<file path="src/rtl/gate_delay_sequencer.sv">
// Gate delay sequencer: drives an alternating 0,1,0,... stimulus into a gate
// under test, lets each vector settle for SETTLE_CYCLES clocks, then samples
// the gate response. It counts mismatches against the expected (optionally
// inverted) value and reports pass/fail once per run.
module gate_delay_sequencer #(
   parameter int unsigned SETTLE_CYCLES = 4,
   parameter int unsigned N_STEPS       = 3,
   parameter int unsigned CNT_W         = 8,
   parameter bit          INVERT        = 1'b1
) (
   input  logic             clk,
   input  logic             rst_n,
   input  logic             start,
   input  logic             resp,
   output logic             stim,
   output logic             busy,
   output logic             done,
   output logic             pass,
   output logic [CNT_W-1:0] err_cnt
);

   localparam int unsigned K_W = (N_STEPS > 1) ? $clog2(N_STEPS) : 1;
   localparam int unsigned S_W = (SETTLE_CYCLES > 1) ? $clog2(SETTLE_CYCLES) : 1;

   localparam logic [K_W-1:0]   K_LAST  = K_W'(N_STEPS - 1);
   localparam logic [S_W-1:0]   S_LAST  = S_W'(SETTLE_CYCLES - 1);
   localparam logic [CNT_W-1:0] ERR_MAX = '1;

   localparam logic [1:0] IDLE   = 2'd0;
   localparam logic [1:0] SETTLE = 2'd1;
   localparam logic [1:0] FINISH = 2'd2;

   logic [1:0]       state, state_nxt;
   logic [K_W-1:0]   k, k_nxt;
   logic [S_W-1:0]   cnt, cnt_nxt;
   logic             stim_nxt, busy_nxt, done_nxt, pass_nxt;
   logic [CNT_W-1:0] err_nxt;

   logic             expected_c;
   logic             mismatch_c;
   logic [CNT_W-1:0] err_inc_c;
   logic [K_W-1:0]   k_inc_c;

   // State and output registers; reset aborts any run without a done pulse.
   always_ff @(posedge clk or negedge rst_n) begin
      if (!rst_n) begin
         state   <= IDLE;
         k       <= '0;
         cnt     <= '0;
         stim    <= 1'b0;
         busy    <= 1'b0;
         done    <= 1'b0;
         pass    <= 1'b0;
         err_cnt <= '0;
      end else begin
         state   <= state_nxt;
         k       <= k_nxt;
         cnt     <= cnt_nxt;
         stim    <= stim_nxt;
         busy    <= busy_nxt;
         done    <= done_nxt;
         pass    <= pass_nxt;
         err_cnt <= err_nxt;
      end
   end

   // Next-state and next-output logic for the IDLE/SETTLE/FINISH sequence.
   always_comb begin
      state_nxt = state;
      k_nxt     = k;
      cnt_nxt   = cnt;
      stim_nxt  = stim;
      busy_nxt  = busy;
      done_nxt  = 1'b0;
      pass_nxt  = pass;
      err_nxt   = err_cnt;

      // Expected response follows the vector currently on stim.
      expected_c = INVERT ? ~stim : stim;
      mismatch_c = (resp != expected_c);
      err_inc_c  = (mismatch_c && (err_cnt != ERR_MAX)) ? err_cnt + CNT_W'(1) : err_cnt;
      k_inc_c    = k + K_W'(1);

      case (state)
         IDLE: begin
            if (start) begin
               state_nxt = SETTLE;
               busy_nxt  = 1'b1;
               err_nxt   = '0;
               pass_nxt  = 1'b0;
               k_nxt     = '0;
               cnt_nxt   = '0;
               stim_nxt  = 1'b0;
            end
         end
         SETTLE: begin
            if (cnt == S_LAST) begin
               err_nxt = err_inc_c;
               cnt_nxt = '0;
               if (k == K_LAST) begin
                  state_nxt = FINISH;
                  stim_nxt  = 1'b0;
                  busy_nxt  = 1'b0;
                  done_nxt  = 1'b1;
                  pass_nxt  = (err_inc_c == '0);
               end else begin
                  k_nxt    = k_inc_c;
                  stim_nxt = k_inc_c[0];
               end
            end else begin
               cnt_nxt = cnt + S_W'(1);
            end
         end
         FINISH: begin
            state_nxt = IDLE;
         end
         default: begin
            state_nxt = IDLE;
            busy_nxt  = 1'b0;
            stim_nxt  = 1'b0;
         end
      endcase
   end

endmodule

</file>
<file path="config.mk">
export PLATFORM = sky130hd
export DESIGN_NAME = gate_delay_sequencer
export DESIGN_NICKNAME = d
export VERILOG_FILES = /design/src/rtl/gate_delay_sequencer.sv
export SDC_FILE = /design/constraint.sdc
export NUM_CORES = 1
export LEC_CHECK = 0
export ABC_CLOCK_PERIOD_IN_PS = 3100
export BUFFER_PORTS_ARGS = -buffer_cell sky130_fd_sc_hd__clkbuf_2
export CORE_MARGIN = 4
export CORE_UTILIZATION = 45
export DETAILED_ROUTE_END_ITERATION = 16
export GPL_ROUTABILITY_DRIVEN = 0
export PLACE_DENSITY_LB_ADDON = 0.08
export SKIP_LAST_GASP = 1
export SYNTH_ARGS = -nofsm -noshare
export SYNTH_HDL_FRONTEND = slang
export SYNTH_SLANG_ARGS = --single-unit
</file>
<file path="constraint.sdc">
create_clock -name clk -period 3.1 [get_ports clk]
set_clock_uncertainty 0.15 [all_clocks]
set_input_delay 0.31 -clock clk [delete_from_list [all_inputs] [get_ports clk]]
set_output_delay 0.31 -clock clk [all_outputs]
set_load 0.005 [all_outputs]
</file>
# == Word-level counts from Yosys, hierarchy flattened ==
# Index checks and enable logic that the tools add are counted.
# totals
reg_bits,18
latch_bits,0
ram_bits,0
rom_bits,0
inputBits,4
output_inout_bits,12
wordCells,62
n_memories,0
# classes
add_sub_neg,3
mul,0
div,0
n_lt_le_gt_ge,0
eq_ne,10
n_shift,0
muxes,28
bitwise_logic,2
n_reduce_logical,11
# op_table
op,n
$mux 8,3
$pmux 8 s2,1
$mux 2,7
$pmux 2 s2,3
$reduce_and 4->1,3
$mux 1,11
$reduce_and 3->1,3
$add 8x1->8 const B,1
$logic_not 8->1,1
$ne 2x2->1 const B,4
$ne 8x8->1 const B,1
$eq 2x2->1 const B,3
$pmux 1 s3,2
$add 2x1->2 const B,2
$eq 2x1->1 const B,1
$logic_not 2->1,1
$not 1->1,2
$pmux 1 s2,1
$reduce_and 2->1,1
$reduce_bool 2->1,1
$logic_and 1x1->1,1
$ne 1x1->1,1

# == Logic depth before layout (Yosys ltp) ==
# Gate-level depths: netlist (run 1).
# depth
depth_word,8
mapped_depth,7
depth_no_buf,6

# == Worst setup path before layout (run 1) ==
# OpenSTA, ideal clock, no wires.
# synth_timing
path_type,flip-flop to flip-flop
startpoint,reg err_cnt[3]
endpoint,reg pass
setup_ns,0.103
arrival_time_ns,2.052
required_time_ns,2.847
setup_slack_ns,0.794
path_stages_with_launch,7
n_path_buf,1
synth_period_minus_slack_ns,2.306
cell_sequence,dfrtp_1 > clkbuf_1 > nand2_1 > nor4_1 > xor2_1 > or4_4 > o41ai_2
# synth_between
elab_chain_len,7
elab_cells_between_ends,8
cone_classes,add/sub (1); eq/ne (1); mux (4); reduce/logical (2)
# synth_rtl
element,line,source
"start, declared",19,output logic [CNT_W-1:0] err_cnt
"start signal, assigned",63,err_cnt <= err_nxt;
"parallel branches: the longest is 2 deep, another holds $add 8x1->8",--,
$mux 8 (*),81,err_inc_c = (mismatch_c && (err_cnt != ERR_MAX)) ? err_cnt + CNT_W'(1) : err_cnt;
$logic_not 8->1 (*),105,pass_nxt = (err_inc_c == '0);
$mux 1 (*),100,if (k == K_LAST) begin
$mux 1 (*),97,if (cnt == S_LAST) begin
$pmux 1 s2 (*),84,case (state)
"end signal, assigned",62,pass <= pass_nxt;
"end, declared",18,"output logic pass,"
# Every way passes the cells marked *. The select of a mux whose other input is x is not followed.
# A chain may end at the register's enable or synchronous reset.

# == Worst setup path in the final report (run 1) ==
# layout_timing
startpoint,reg err_cnt[0]
endpoint,reg pass
# The elaborated chain is that of the path after synthesis.

==> results of run 1 <==
## per-stage QoR
| step | power (W) | hold slack [ns] | std cells | utilization [%] | setup WS (ns) |
|---|---|---|---|---|---|
| global route | 0.000998 | 0.235 | 161 | 53.8 | 0.432 |
| CTS | 0.000917 | 0.206 | 161 | 53.8 | 0.605 |
| detailed placement | 0.000768 | 0.132 | 156 | 51.8 | 0.682 |
| global placement | 0.000760 | 0.130 | 156 | 51.8 | 0.744 |
| finish | 0.000904 | 0.223 | 161 | 53.8 | 0.639 |
| floorplan | 0.000660 | -0.136 | 117 | - | 0.794 |
## routing by layer
layer	GRT usage, %	vias up
li1	-	460
met1	22.5	439
met2	25.7	11
met3	2.07	2
met4	5.42	0
met5	0	-
## worst max-delay path by stage
stage,depth (start not counted),slack [ns],startpoint,end
2_1_floorplan,6,0.79,err_cnt[3],pass
3_3_place_gp,6,0.74,err_cnt[0],pass
3_5_place_dp,6,0.68,err_cnt[0],pass
4_1_cts,6,0.61,err_cnt[0],pass
5_1_grt,6,0.43,err_cnt[0],pass
6_report,6,0.64,err_cnt[0],pass
## power by group
group          internal, W  total, W  leakage (nW)  switching, W
logic             0.000176  0.000398         0.305      0.000222
registers         0.000296  0.000363         0.233     0.0000670
clock network    0.0000715  0.000143        0.0210     0.0000718
## cell usage in the layout (no fill, tap or decap), drive strengths merged, types with 4 or more instances in the layout
| cell | instances |
|---|---|
| nand2 | 11 |
| a22o | 5 |
| a21oi | 10 |
| o31ai | 4 |
| o21ai | 11 |
| ha | 4 |
| nor2 | 12 |
| clkbuf | 19 |
| nand3 | 5 |
| dfrtp | 18 |
| inv | 6 |
## worst max-delay path: stages, from the launching register on
cell     delay [ns]
dfrtp_1        0.51
ha_1           0.33
nand2_1        0.09
nor4_1         0.40
xor2_1         0.12
or4_4          0.44
o41ai_2        0.34
## registers in the layout (all words and copies together) (netlist names)
name	flops
busy	1
stim	1
state	2
done	1
k	2
cnt	2
pass	1
err_cnt	8
## layout make-up
class	instances	share of cell area [%]
Clock buffer	4	3.05
Inverter	6	1.89
Multi-Input combinational cell	89	47.2
Sequential cell	18	37.8
Tap cell	28	2.94
Timing Repair Buffer	16	7.14
## cell families (layout without fill, tap and decap cells)
| kind of cell | Yosys count | after routing | synth area share (%) |
|---|---|---|---|
| compound gates | 40 | 40 | 25.9 |
| simple gates | 40 | 40 | 18.4 |
| flops | 18 | 18 | 42.9 |
| buf+inv | 10 | 26 | 3.58 |
| fa+ha+maj | 4 | 4 | 4.77 |
| xor+xnor | 3 | 3 | 2.50 |
| mux | 2 | 2 | 2.03 |
## timing repair
action | 4_1_cts | 5_1_grt
endpoints found under the hold margin | 18 | 0
buffers inserted | 0 | 0
endpoints found under the setup margin | 0 | 0
resized for setup | 0 | 0
hold buffers | 1 | 0
==> results.yml, run 1 <==
sta:
  finalCritPeriodShare_pct: 79.4
  rsz0062_at_grt: "no"
  worst-slew-pin-transition_ns: 0.559
  finalCriticalPeriod_ns: 2.46
  slew_headroom_pct: 62.3
  final_hold_viol_count: 0
  tns_ns: 0
  fmax_ghz: 0.406
  final_max_slew_viol_count: 0
  setup_viol: 0
worst_setup_path:
  critPathKind: "flop to flop"
  start_kind: "flop"
  end_kind: "flop"
  r2r_start: "err_cnt[0]"
  rr_endpoint: "pass"
  rrSetupSlack_ns: 0.64
  r2r_cells: 6
  cp.arrival_ns: 2.51
  critPathMaxFanout: 9
  critPathRequiredTime_ns: 3.15
grt:
  grt_pass1_vias: 920
  grt_antenna_before_repair: 0
  gr-total-overflow: 0
  grt_pass1_wl_mm: 4.13
  track_usage_pct: 16.1
  grt_max_degree: 19
run_status:
  status: "finished, final reports clean"
synthesis:
  yosys_warnings: 0
  synth-async-reset-ratio_pct: 100
  synth_top_area_share_pct: 42.9
  netlist_instances: 117
  synth_common_cells: "dfrtp_1, nor2_1, nand2_1"
  synthFlopType: "dfrtp_1"
  netlist_top_cells_area: "dfrtp_1, a21oi_1, ha_1"
  synth.distinct_cells: 33
  synth_edf_count: 0
  synth_fp_nets: 125
  ys_ff_latch: 18
  synth-seq-area-share_pct: 42.9
  synth.most_common_cell: "dfrtp_1"
  yosys.area.top_type: "dfrtp_1"
  postSynthAreaPerCell_sq_um: 8.97
  netlist_area_sq_um: 1050
route:
  vias_per_cell: 5.66
  vias: 912
  route.detailed.drc: 0
  top_layer_used: "met4"
  dr.pass1.iters: 4
  met3WireLength_um: 63
  postRouteAntennaNets: 0
  wl_mm: 2.25
  wl_per_cell_um: 14.0
  dr_wl_met2_mm: 1.05
  drt_iter0_markers: 19
  wl_met1_mm: 1.12
power_and_ir_drop:
  power_leakage_nw: 0.559
  peakVddDrop_mv: 0.402
  powerDensity_nw_per_um2: 759
layout:
  antenna-diode-count: 0
  ff_latch_area_sq_um: 450
  fin_area_sq_um: 1190
  fill_cells: 219
  final_nets: 142
  area_delta_synth_final_pct: 13.5
  multi_input_area_sq_um: 562
  drive_above_1_share_pct: 16.5
hold_path:
  min_path_type: "input port to flop"
  holdCritStartpoint: "start"
  whs_endpoint: "busy"
  hold_depth: 3
clocking:
  clk_pin_slew_ns: 0.11
  cts_tree: "done"
  cts_buffer_depth: 2
  cts_made_buffers: 3
  cts.sinks: 18
  root_buffer: "clkbuf_4"
  insertion_delay_ns: 0.29
  h-tree-depth: 1
floorplanning:
  die_height_um: 56.3
  start_util_pct: 47.5
  num_io_pins: 16
  core_sq_um: 2210
  dieWidth_um: 56.3
  num_rows: 17
  die_area_sq_um: 3170
job:
  cap_violations: 0
placed_design:
  post-dp-hpwl_mm: 1.64
  dpl_cell_area_sq_um: 1140
  port_buffers: 15
Note: power is estimated with default switching activity, not from simulation.
==> run 2, diff against run 1 <==
--- a/config.mk
+++ b/config.mk
@@ -5,7 +5,8 @@
 export SDC_FILE = /design/constraint.sdc
 export NUM_CORES = 1
 export LEC_CHECK = 0
-export ABC_CLOCK_PERIOD_IN_PS = 3100
+export ABC_AREA = 1
+export ABC_CLOCK_PERIOD_IN_PS = 2300
 export BUFFER_PORTS_ARGS = -buffer_cell sky130_fd_sc_hd__clkbuf_2
 export CORE_MARGIN = 4
 export CORE_UTILIZATION = 45
==> constraint.sdc (replaced) <==
create_clock -name clk -period 2.3 [get_ports clk]
set_clock_uncertainty 0.15 [all_clocks]
set_input_delay 0.23 -clock clk [delete_from_list [all_inputs] [get_ports clk]]
set_output_delay 0.23 -clock clk [all_outputs]
set_load 0.005 [all_outputs]
==> run 2 against run 1 <==
  * First-iteration DRC count decreased by 11%
  * Sequential share of layout area is 1.7 points lower
  * Register-to-register slack worse by 0.15 ns
  * Power up 68%
  * Synthesized cell count rose by 23%
  * Global-route usage decreased by 0.050 points
  * Worst hold slack got worse by 0.17 ns
  * Flip-flop and latch count stayed put
==> results.yml, run 2 <==
sta:
  setup_viol: 0
  whs_ns: 0.0516
  finalCritPeriodShare_pct: 78.7
  fmax_ghz: 0.552
  final_hold_viol_count: 0
  rsz0062_at_grt: "no"
  slew_headroom_pct: 68.9
  final_max_slew_viol_count: 0
  finalCriticalPeriod_ns: 1.81
  worst-slew-pin-transition_ns: 0.466
  tns_ns: 0
clocking:
  h-tree-depth: 1
  root_buffer: "clkbuf_4"
  cts_tree: "done"
  cts_buffer_depth: 2
  cts_made_buffers: 3
  cts_resized: 0
  insertion_delay_ns: 0.29
  cts.sinks: 18
  clk_pin_slew_ns: 0.11
floorplanning:
  die_height_um: 57.2
  die_area_sq_um: 3270
  dieWidth_um: 57.2
  start_util_pct: 48.3
  num_rows: 17
  core_sq_um: 2250
  num_io_pins: 16
layout:
  largest_register_ffs: 8
  final_cells: 192
  final_nets: 173
  antenna-diode-count: 0
  final_common_cell: "nand2_1"
  drive_above_1_share_pct: 22.0
  area_delta_synth_final_pct: 14.4
  mostFrequentLayoutCells: "nand2_1, dfrtp_1, inv_1"
  regMostFlops: "err_cnt"
worst_setup_path:
  end_kind: "flop"
  r2r_cells: 12
  cp.arrival_ns: 1.86
  critPathMaxFanout: 7
  start_kind: "flop"
  critPathKind: "flop to flop"
  critPathRequiredTime_ns: 2.35
synthesis:
  synth-async-reset-ratio_pct: 100
  yosys_warnings: 0
  synth_fp_nets: 152
  yosys.area.top_type: "dfrtp_1"
  synth_edf_count: 0
  synth_top_area_share_pct: 41.3
  ys_ff_latch: 18
  synth.distinct_cells: 22
  synthFlopType: "dfrtp_1"
  synth-seq-area-share_pct: 41.3
  netlist_area_sq_um: 1090
  synth.most_common_cell: "nand2_1"
  netlist_top_cells_area: "dfrtp_1, nand2_1, inv_1"
  netlist_instances: 144
  synth_common_cells: "nand2_1, dfrtp_1, inv_1"
  postSynthAreaPerCell_sq_um: 7.57
placed_design:
  placedCellCount: 187
  post-dp-hpwl_mm: 1.86
  port_buffers: 15
route:
  dr.pass1.iters: 4
  postRouteAntennaNets: 0
  wl_mm: 2.41
  vias: 986
  route.detailed.drc: 0
  wl_per_cell_um: 12.5
  vias_per_cell: 5.14
  drt_iter0_markers: 17
hold_path:
  min_path_type: "input port to flop"
  hold_depth: 3
job:
  cap_violations: 0
power_and_ir_drop:
  peakVddDrop_mv: 0.743
  power_w: 0.00152
  powerDensity_nw_per_um2: 1220
  power_leakage_nw: 0.666
grt:
  grt_pass1_vias: 970
  grt_pass1_wl_mm: 4.17
  grt_antenna_before_repair: 0
  track_usage_pct: 16.1
  gr-total-overflow: 0
  grt_max_degree: 19
run_status:
  status: "finished, final reports clean"
run 2: cell types whose count changed after synthesis, sizes merged, moves of 3 or more:
cell,previous run,this run
a21oi,10,2
a22o,5,1
a31oi,3,0
clkbuf,4,0
inv,6,20
nand2,11,50
nand3,5,11
nor2,12,17
nor2b,3,0
o21ai,11,7
o22ai,1,6
run 2: power breakdown:
group          switching [W]  total [W]  internal (W)
Clock               0.000100   0.000196     0.0000964
Combinational       0.000463   0.000756      0.000293
Sequential          0.000126   0.000566      0.000440
Total               0.000689    0.00152      0.000830
run 2: per-stage QoR:
step                util [%]  worst slack (ns)  instance area (sq um)
floorplan                  -             0.670                   1090
global placement        53.2             0.553                   1200
detailed placement      53.2             0.510                   1200
CTS                     55.3             0.491                   1250
global route            55.3             0.326                   1250
finish                  55.3             0.489                   1250
run 2: repair_timing:
action	in CTS	in global routing
setup buffers	0	0
endpoints found under the hold margin	18	0
hold buffers	1	0
run 2: final cells by class:
type	instances	area, sq um
multi-input combinational	105	559
inverter	21	80.1
tap	28	35.0
sequential	18	450
clock buffer	4	36.3
fill	238	1010
timing repair buffer	16	85.1
run 2: layer usage:
layer | up-vias | share of wire [%] | GRT usage, %
met5 | - | 0 | 0
met4 | 0 | 1.1 | 5.63
met3 | 4 | 5.4 | 2.71
met2 | 26 | 48 | 25.6
met1 | 454 | 46 | 22.1
li1 | 502 | - | -
run 2: path summary, 6_finish.rpt:
| kind | startpoint | to | slack (ns) |
|---|---|---|---|
| worst max-delay path | err_cnt[0] | pass | 0.49 |
| worst min-delay path | start | busy | 0.05 |
| worst max register to register | err_cnt[0] | pass | 0.49 |
| worst min register to register | busy | busy | 0.37 |
| max in group asynchronous | rst_n | state[0] | 1.42 |
| min in group asynchronous | rst_n | err_cnt[6] | 0.25 |
run 2: worst max-delay path, stage by stage, from the launching register on:
cell     delay (ns)
dfrtp_1        0.48
ha_1           0.26
nand2_2        0.11
nor2_4         0.13
nand2_4        0.09
nand2_4        0.09
inv_2          0.06
nand2_1        0.06
nand2_1        0.05
nand2_1        0.09
nor2_1         0.05
nand2_1        0.05
nand2_1        0.04
run 2: kinds of logic after synthesis:
logic type	count (synthesis)	share of synthesized area, %
compound gates	18	9.76
flops	18	41.3
simple gates	82	36.2
fa+ha+maj	4	4.59
xor+xnor	1	0.804
buf+inv	21	7.35
==> run 3, diff against run 2 <==
--- a/config.mk
+++ b/config.mk
@@ -6,7 +6,7 @@
 export NUM_CORES = 1
 export LEC_CHECK = 0
 export ABC_AREA = 1
-export ABC_CLOCK_PERIOD_IN_PS = 2300
+export ABC_CLOCK_PERIOD_IN_PS = 1660
 export BUFFER_PORTS_ARGS = -buffer_cell sky130_fd_sc_hd__clkbuf_2
 export CORE_MARGIN = 4
 export CORE_UTILIZATION = 45
==> constraint.sdc (replaced) <==
create_clock -name clk -period 1.66 [get_ports clk]
set_clock_uncertainty 0.15 [all_clocks]
set_input_delay 0.166 -clock clk [delete_from_list [all_inputs] [get_ports clk]]
set_output_delay 0.166 -clock clk [all_outputs]
set_load 0.005 [all_outputs]
==> run 3 against run 2 <==
  * Global-route usage up 1.7 points
  * Clock power rose by 44%
  * Non-clock buffer count is 9 higher
  * Setup slack worse by 0.49 ns
==> results.yml, run 3 (synthesized netlist as in run 2, its figures left out) <==
run_status:
  status: "finished, final reports clean"
sta:
  final_max_slew_viol_count: 0
  slew_headroom_pct: 68.0
  worst_slack_ns: 0.00318
  rsz0062_at_grt: "yes"
  finalCriticalPeriod_ns: 1.66
  finalCritPeriodShare_pct: 99.8
  final_hold_viol_count: 0
  fmax_ghz: 0.604
  worst-slew-pin-transition_ns: 0.480
  setup_viol: 0
grt:
  grt_pass1_vias: 978
  grt_pass1_wl_mm: 4.52
  gr-total-overflow: 0
  grt_antenna_before_repair: 0
  track_usage_pct: 17.8
  grt_max_degree: 19
floorplanning:
  start_util_pct: 48.3
  num_io_pins: 16
  die_height_um: 57.2
  die_area_sq_um: 3270
  dieWidth_um: 57.2
  num_rows: 17
  core_sq_um: 2250
route:
  wl_per_cell_um: 13.4
  vias: 1027
  vias_per_cell: 5.11
  postRouteAntennaNets: 0
  wl_mm: 2.70
  route.detailed.drc: 0
  drt_iter0_markers: 33
  dr.pass1.iters: 4
layout:
  fill_cells: 215
  area_delta_synth_final_pct: 24.3
  largest_register_ffs: 8
  final_common_cell: "nand2_1"
  drive_above_1_share_pct: 30.6
  antenna-diode-count: 0
  postLayoutCoreUtil_pct: 60.1
  final_cells: 201
  mostFrequentLayoutCells: "nand2_1, dfrtp_1, inv_1, clkbuf_2, nor2_1"
  regMostFlops: "err_cnt"
  final_nets: 182
worst_setup_path:
  critPathKind: "flop to flop"
  critPathRequiredTime_ns: 1.76
  critPathMaxFanout: 5
  cp.arrival_ns: 1.76
  start_kind: "flop"
  end_kind: "flop"
clocking:
  cts_buffer_depth: 2
  clk_pin_slew_ns: 0.11
  h-tree-depth: 1
  cts.sinks: 18
  insertion_delay_ns: 0.30
  cts_made_buffers: 3
  root_buffer: "clkbuf_4"
  cts_tree: "done"
power_and_ir_drop:
  powerDensity_nw_per_um2: 1710
  peakVddDrop_mv: 0.965
  power_leakage_nw: 0.720
  power_w: 0.00232
placed_design:
  post-dp-hpwl_mm: 1.99
  post-place-ws_ns: -0.00495
  port_buffers: 15
  placedCellCount: 193
job:
  cap_violations: 0
hold_path:
  min_path_type: "input port to asynchronous set/reset pin"
==> run 3: changes by cell type in the layout (fill, tap and decap cells not counted), sizes merged <==
| cell | before | now |
|---|---|---|
| dlygate4sd3 | 1 | 2 |
| buf | 0 | 8 |
==> run 3: where the power goes <==
group          switching (W)  internal, W
combinational       0.000753     0.000529
clock               0.000149     0.000134
sequential          0.000144     0.000612
total                0.00105      0.00128
==> run 3: layer usage <==
layer  share of wire (%)  GRT usage (%)  wire length (um)
met5                   0              0                 0
met3                 5.8           3.62               156
met1                  45           24.7              1210
met4                 1.4           5.30                37
met2                  48           28.1              1290
==> run 3: final timing paths <==
kind,from,end,slack [ns],cells past startpoint
min in group clk,resp,err_cnt[6],0.28,7
worst min register to register,busy,busy,0.35,2
worst max-delay path,err_cnt[1],pass,0.003,13
worst min-delay path,rst_n,err_cnt[7],0.19,2
max in group asynchronous,rst_n,err_cnt[2],0.82,2
worst max register to register,err_cnt[1],pass,0.003,13
==> run 3: area by class of cell <==
class / count / area, sq um / area share [%]
multi-input cells: 105 / 594 / 43.9
flip-flops and latches: 18 / 452 / 33.3
repair buffers: 25 / 155 / 11.4
inverters: 21 / 82.6 / 6.09
clock buffers: 4 / 36.3 / 2.68
well taps: 28 / 35.0 / 2.59
==> run 3: worst max-delay path, cell delays in order, from the launching register on <==
cell	delay, ns
dfrtp_1	0.41
ha_4	0.17
nand2_4	0.06
nor2_4	0.15
nand2_4	0.09
nand2_4	0.11
inv_4	0.05
nand2_2	0.05
nand2_2	0.05
clkinv_2	0.05
nand2_2	0.05
nor2_2	0.10
nand2_1	0.06
nand2_1	0.05
==> run 3: metrics by stage <==
step | area (sq um) | hold WS, ns | setup TNS, ns
after floorplan | 1090 | -0.280 | 0
after global placement | 1240 | -0.00904 | 0
after detailed placement | 1240 | -0.00458 | -0.00495
after CTS | 1310 | 0.204 | 0
after global routing | 1360 | 0.225 | -0.160
final | 1360 | 0.186 | 0
==> run 3: timing repair <==
item,in CTS,in global routing
gates resized for setup,1,12
hold buffers,2,0
endpoints found under the hold margin,19,0
setup buffers,1,1
pin swaps,0,5
endpoints found under the setup margin,1,5
